[config.mk]
export PLATFORM = sky130hd
export DESIGN_NAME = proc_control
export DESIGN_NICKNAME = d
export VERILOG_FILES = /design/src/rtl/proc_control_pkg.sv /design/src/rtl/proc_control_dec3to8.sv /design/src/rtl/proc_control.sv
export SDC_FILE = /design/constraint.sdc
export NUM_CORES = 1
export LEC_CHECK = 0
export BUFFER_PORTS_ARGS = -buffer_cell sky130_fd_sc_hd__buf_2
export CAP_MARGIN = 20
export CORE_AREA = 2 2 39 41
export CTS_BUF_LIST = sky130_fd_sc_hd__clkbuf_2 sky130_fd_sc_hd__clkbuf_4 sky130_fd_sc_hd__clkbuf_8
export DETAILED_ROUTE_END_ITERATION = 10
export DIE_AREA = 0 0 41 43
export GPL_TIMING_DRIVEN = 0
export HOLD_SLACK_MARGIN = 0.15
export PLACE_DENSITY = 0.73
export SYNTH_ARGS = -nofsm -noshare
export SYNTH_HDL_FRONTEND = slang
export SYNTH_SLANG_ARGS = --single-unit
[constraint.sdc]
create_clock -name Clock -period 1.7 [get_ports Clock]
set_input_delay 0.34 -clock Clock [delete_from_list [all_inputs] [get_ports Clock]]
set_output_delay 0.34 -clock Clock [all_outputs]
set_load 0.05 [all_outputs]
[src/rtl/proc_control_pkg.sv]
// Shared processor constants: time-step encoding and opcodes.
package proc_control_pkg;

    typedef enum logic [1:0] {
        T0 = 2'd0,
        T1 = 2'd1,
        T2 = 2'd2,
        T3 = 2'd3
    } tstep_t;

    localparam logic [2:0] OP_MV  = 3'b000;
    localparam logic [2:0] OP_MVI = 3'b001;
    localparam logic [2:0] OP_ADD = 3'b010;
    localparam logic [2:0] OP_SUB = 3'b011;

endpackage

[src/rtl/proc_control_dec3to8.sv]
// 3-to-8 one-hot decoder; Y[0:7] value equals 1 << W when enabled.
module dec3to8 (
    input  logic [2:0] W,
    input  logic       En,
    output logic [0:7] Y
);

    always_comb begin
        Y = En ? (8'b1 << W) : 8'b0;
    end

endmodule

[src/rtl/proc_control.sv]
// Multi-cycle control unit: sequences mv/mvi/add/sub over T0..T3
// and drives register, bus and ALU enables.
module proc_control
    import proc_control_pkg::*;
(
    input  logic       Clock,
    input  logic       Reset,
    input  logic       Run,
    input  logic [8:0] IR,
    output logic       IRin,
    output logic [0:7] Rin,
    output logic [0:7] Rout,
    output logic       DINout,
    output logic       Gout,
    output logic       Ain,
    output logic       Gin,
    output logic       AddSub,
    output logic       Done
);

    tstep_t     r_tstep;
    tstep_t     w_next;
    logic [2:0] w_op;
    logic [0:7] w_rx_oh;
    logic [0:7] w_ry_oh;

    assign w_op = IR[8:6];

    dec3to8 u_dec_x (
        .W  (IR[5:3]),
        .En (1'b1),
        .Y  (w_rx_oh)
    );

    dec3to8 u_dec_y (
        .W  (IR[2:0]),
        .En (1'b1),
        .Y  (w_ry_oh)
    );

    always_ff @(posedge Clock or posedge Reset) begin
        if (Reset) begin
            r_tstep <= T0;
        end else begin
            r_tstep <= w_next;
        end
    end

    // Reset gates outputs combinationally so IRin cannot follow Run during reset.
    always_comb begin
        w_next = r_tstep;
        IRin   = 1'b0;
        Rin    = '0;
        Rout   = '0;
        DINout = 1'b0;
        Gout   = 1'b0;
        Ain    = 1'b0;
        Gin    = 1'b0;
        AddSub = 1'b0;
        Done   = 1'b0;
        if (!Reset) begin
            unique case (r_tstep)
                T0: begin
                    IRin   = Run;
                    w_next = Run ? T1 : T0;
                end
                T1: begin
                    unique case (w_op)
                        OP_MV: begin
                            Rout   = w_ry_oh;
                            Rin    = w_rx_oh;
                            Done   = 1'b1;
                            w_next = T0;
                        end
                        OP_MVI: begin
                            DINout = 1'b1;
                            Rin    = w_rx_oh;
                            Done   = 1'b1;
                            w_next = T0;
                        end
                        OP_ADD, OP_SUB: begin
                            Rout   = w_rx_oh;
                            Ain    = 1'b1;
                            w_next = T2;
                        end
                        default: begin
                            Done   = 1'b1;
                            w_next = T0;
                        end
                    endcase
                end
                T2: begin
                    Rout   = w_ry_oh;
                    Gin    = 1'b1;
                    AddSub = IR[6];
                    w_next = T3;
                end
                T3: begin
                    Gout   = 1'b1;
                    Rin    = w_rx_oh;
                    Done   = 1'b1;
                    w_next = T0;
                end
                default: w_next = T0;
            endcase
        end
    end

endmodule

; ---- Word level (Yosys, flattened, before mapping)
; Index checks and enable logic that the tools add are counted.
[totals]
reg_bits = 2
in_bits = 12
output_inout_bits = 23
wordCells = 39
[classes]
n_eq_ne = 6
shift = 2
muxes = 26
n_reduce_logical = 4
[op_table]
columns = op, count
row1 = 8-bit case mux with 2 select lines, 3
row2 = 8-bit 2-to-1 mux, 3
row3 = 1-bit 2-to-1 mux, 17
row4 = 1-bit by 3-bit left shift with 8-bit output (first input constant), 2
row5 = 2-bit case mux with 4 select lines, 1
row6 = 3-bit by 2-bit == test with 1-bit output (second input constant), 2
row7 = 2-bit == test (second input constant), 2
row8 = 2-bit OR reduction, 2
row9 = 3-bit by 1-bit == test with 1-bit output (second input constant), 1
row10 = 3-bit logical NOT, 1
row11 = 2-bit by 1-bit == test with 1-bit output (second input constant), 1
row12 = 2-bit logical NOT, 1
row13 = 2-bit 2-to-1 mux, 1
row14 = 1-bit case mux with 2 select lines, 1

; ---- Depth between registers and ports, before layout
[depth]
ltp_word = 5
mapped_depth = 5
mapped_depth_nobuf = 5

; ---- Hierarchy
; Synthesis repeated with hierarchy kept, for this count alone.
[hier_totals]
cells_unflattened = 67
area_unflattened_um2 = 588.1
[modules_own_cells]
columns = module, instances, cells_each, area_per_inst_um2, seq_area_each_um2
row1 = proc_control, 1, 51, 397.9, 50.0
row2 = dec3to8, 2, 8, 95.1, 0.0

; ---- Worst setup path before layout
; Ideal clock, no wire load.
[synth_timing]
path_kind = flip-flop to output port
from = reg r_tstep[0]
to = out Rout[6] (netlist bit)
arrival_ns = 2.258
required_time_ns = 1.360
setup_slack_ns = -0.898
stages_incl_launch_ff = 6
n_path_buf = 0
cell_sequence = dfrtp_1 inv_1 ha_1 nor2b_2 nand3b_1 o32ai_1
[synth_between]
elab_chain_len = 3
word_cells_on_any_way = 4
classes_between = eq/ne: 2 / mux: 2
[synth_rtl]
columns = item, line
row1 = start: declaration, proc_control.sv:21  ; tstep_t r_tstep;
row2 = start signal: assignment, proc_control.sv:45  ; r_tstep <= w_next;
row3 = 2-bit == test or 2-bit by 1-bit == test with 1-bit output (tied branches), proc_control.sv:62  ; unique case (r_tstep)
row4 = 8-bit case mux with 2 select lines (*), proc_control.sv:62
row5 = 8-bit 2-to-1 mux (*), proc_control.sv:61  ; if (!Reset) begin
row6 = end: declaration, proc_control.sv:12  ; output logic [0:7] Rout,
; Mark *: on every way between the ends. The rest lies on a longest branch, timed or not.

; ---- Worst setup path in the final report
[layout_timing]
from = reg r_tstep[0]
to = out Rout[4] (netlist bit)
; The elaborated chain is that of the path after synthesis.

==> results.sh <==
export IMPL_status="complete, but fails checks"
export IMPL_violations="setup timing"
export IMPL_min_from="Reset"
export IMPL_min_to="r_tstep[0]$_DFFE_PP0N_"
export IMPL_yosysTopAreaCellShare_pct=11.66
export IMPL_slew_viol_final=0
export IMPL_synth_warnings=0
export IMPL_crit_chain="inv_4, ha_4, nor2b_4, nand3_1, o32ai_4, buf_6"
export IMPL_avgSynthCellArea_sq_um=7.153
export IMPL_die_h_um=43
export IMPL_path_depth=6
export IMPL_layout_nets=131
export IMPL_dpl_hpwl_um=1209
export IMPL_ctsHtreeMaxLevel=1
export IMPL_die_area_sq_um=1763
export IMPL_synthesis_nets=76
export IMPL_rr_startpoint="r_tstep[0]$_DFFE_PP0N_"
export IMPL_antennaDiodeCount=0
export IMPL_clock_sinks=2
export IMPL_clkTransAtPathRegs_ns=0.04
export IMPL_nFillCells=41
export IMPL_dr_pass1_iters=4
export IMPL_mostFrequentLayoutCell="buf_6"
export IMPL_drt_total_wl_um=2953
export IMPL_max_slew_margin_rel_pct=68.74
export IMPL_grt_pass1_vias=717
export IMPL_critical_path_required_ns=1.36
export IMPL_min_delay_path_class="input port to flop"
export IMPL_min_period_ns=2.342
export IMPL_ys_top_cells_by_area="dfrtp_1 (12%), ha_1 (12%), o32ai_1 (8.2%), nor2_1 (6.1%), nor3_1 (5.8%)"
export IMPL_drive_gt1_share_pct=81.42
export IMPL_overflow=0
export IMPL_slowest_stage="dfrtp_2"
export IMPL_tightestPinTransition_ns=0.4628
export IMPL_drcViolationCount=0
export IMPL_wl_per_cell_um=22.89
export IMPL_antenna_left=0
export IMPL_viasPerCell=5.961
export IMPL_final_cell_mix="buf_6 (20), buf_4 (13), buf_2 (11)"
export IMPL_fp_dieW_um=41
export IMPL_grt_antenna_before_repair=0
export IMPL_r2r_slack_ns=0.12
export IMPL_core_region_area_sq_um=1384
export IMPL_highest_layer="met4"
export IMPL_ys_seq_elements=2
export IMPL_syn_to_final_growth_pct=203.5
export IMPL_cp_start_kind="flop"
export IMPL_cp_end_kind="output pin"
export IMPL_first_iter_violations=17
export IMPL_num_rows=14
export IMPL_cp_top_family="simple AND/OR/NAND/NOR gates"
export IMPL_dr_total_vias=769
export IMPL_clockBufferDepth=2
export IMPL_cts_tree="yes"
export IMPL_setup_violations=22
export IMPL_ir_drop_v=0.0006416
export IMPL_cts_buffers=3
export IMPL_final_hold_viol_count=0
export IMPL_syn_area_sq_um=429.2
export IMPL_cts_root_buf="clkbuf_4"
export IMPL_met1_length_um=1141
export IMPL_grt_pass1_wl_um=3394
export IMPL_wl_met3_um=212
export IMPL_fmax_ghz=0.4269
export IMPL_holdPathStages=2
export IMPL_path_max_fanout=6
export IMPL_grt_max_degree=11
export IMPL_synth_edf_count=0
export IMPL_p_leak_nw=0.5005
export IMPL_rsz0062_at_grt="yes"
export IMPL_async_reset_ff_share_pct=100.0
export IMPL_ys_types=27
export IMPL_postPlaceCellArea_sq_um=862.1
export IMPL_crit_type="flop to output pin"
export IMPL_seq_area_frac_synth_pct=11.66
export IMPL_gp_congestion=0.7360
export IMPL_ys_flop_type="dfrtp_1"
export IMPL_rr_worst_depth=6
export IMPL_fin_area_sq_um=1303
export IMPL_yosysTopAreaCell="dfrtp_1"
export IMPL_wl_met2_um=1480
export IMPL_fin_skew_ns=0.01363
export IMPL_clk_latency_ns=0.25
export IMPL_arrival_ns=2.00
export IMPL_port_buffers=33
export IMPL_maxCapViolations=0
export IMPL_slowest_delay_ns=0.44
export IMPL_powerDensity_nw_per_um2=523.4
export IMPL_boundaryPins=35
export IMPL_path_buf_inv=2
export IMPL_setup_tns_ns=-9.173
export IMPL_fin_ws_ns=-0.6423
export IMPL_initial_utilization_pct=31.01
export IMPL_netlist_instances=60
export IMPL_fin_crit_sh_pct=137.8
export IMPL_grtUsageTotal_pct=28.90
per-stage QoR:
step                setup slack (ns)  utilization, %  power (mW)  cells  hold slack, ns
global placement             -0.5298           62.30      0.3407    109          0.3077
floorplan                    -0.3337               -      0.2823     60          0.2726
global route                 -0.6643           94.12      0.7040    129          0.3976
CTS                          -0.4276           85.53      0.5598    123          0.3776
detailed placement           -0.5382           62.30      0.3459    109          0.3110
finish                       -0.6423           94.12      0.6817    129          0.3899
report_power, final:
part	leakage [nW]	switching [mW]	internal, mW
clock network	0.0138	0.0465	0.0793
registers	0.0251	0.0150	0.0574
logic	0.462	0.277	0.207
logic make-up (layout without fill, tap and decap cells):
group,count (synthesis),count (layout),synth area share (%)
buffers and inverters,5,58,6.121
AOI/OAI and AO/OA,15,15,23.61
DFF,2,2,11.66
adders and majority gates,4,4,11.66
and+or+nand+nor,33,33,44.61
muxes,1,1,2.332
layer usage:
metal | track usage (%) | vias to the layer above
met3 | 8.377 | 14
met1 | 34.09 | 368
met4 | 13.33 | 0
li1 | - | 337
met2 | 45.63 | 50
met5 | 0 | -
final cells by class:
cell class                 count  area (sq um)  area share (%)
multi-input combinational     53         713.2           54.76
buffer                         1         11.26          0.8646
inverter                       4         17.52           1.345
tap                           16         20.02           1.537
sequential                     2         51.30           3.939
clock buffer                   3         22.52           1.729
timing repair buffer          50         466.7           35.83
cell usage after synthesis, types with 2 or more instances:
cell and number:
nor2_1 7, o21ai_0 3, nor3_1 5, nand3b_1 2
and3_1 2, o32ai_1 4, inv_1 4, o22ai_1 4
nand2b_1 3, ha_1 4, nor2b_1 3, dfrtp_1 2
nand2_1 3
worst max-delay path by stage:
stage | slack, ns | to | from
global placement | -0.53 | Rout[2] | r_tstep[0]$_DFFE_PP0N_
floorplan | -0.33 | Rout[2] | r_tstep[0]$_DFFE_PP0N_
detailed placement | -0.54 | Rout[2] | r_tstep[0]$_DFFE_PP0N_
global route | -0.66 | Rout[4] | r_tstep[0]$_DFFE_PP0N_
CTS | -0.43 | Rout[6] | r_tstep[0]$_DFFE_PP0N_
finish | -0.64 | Rout[4] | r_tstep[0]$_DFFE_PP0N_
timing repair:
action                                 CTS  global route
endpoints found under the hold margin    2             0
resized for setup                       59            18
cloned                                   0             0
setup endpoints to repair               21            22
setup buffers                           10             7
hold buffers                             1             0
pin swaps                               11             5
Power figures use the tool's default switching activity.
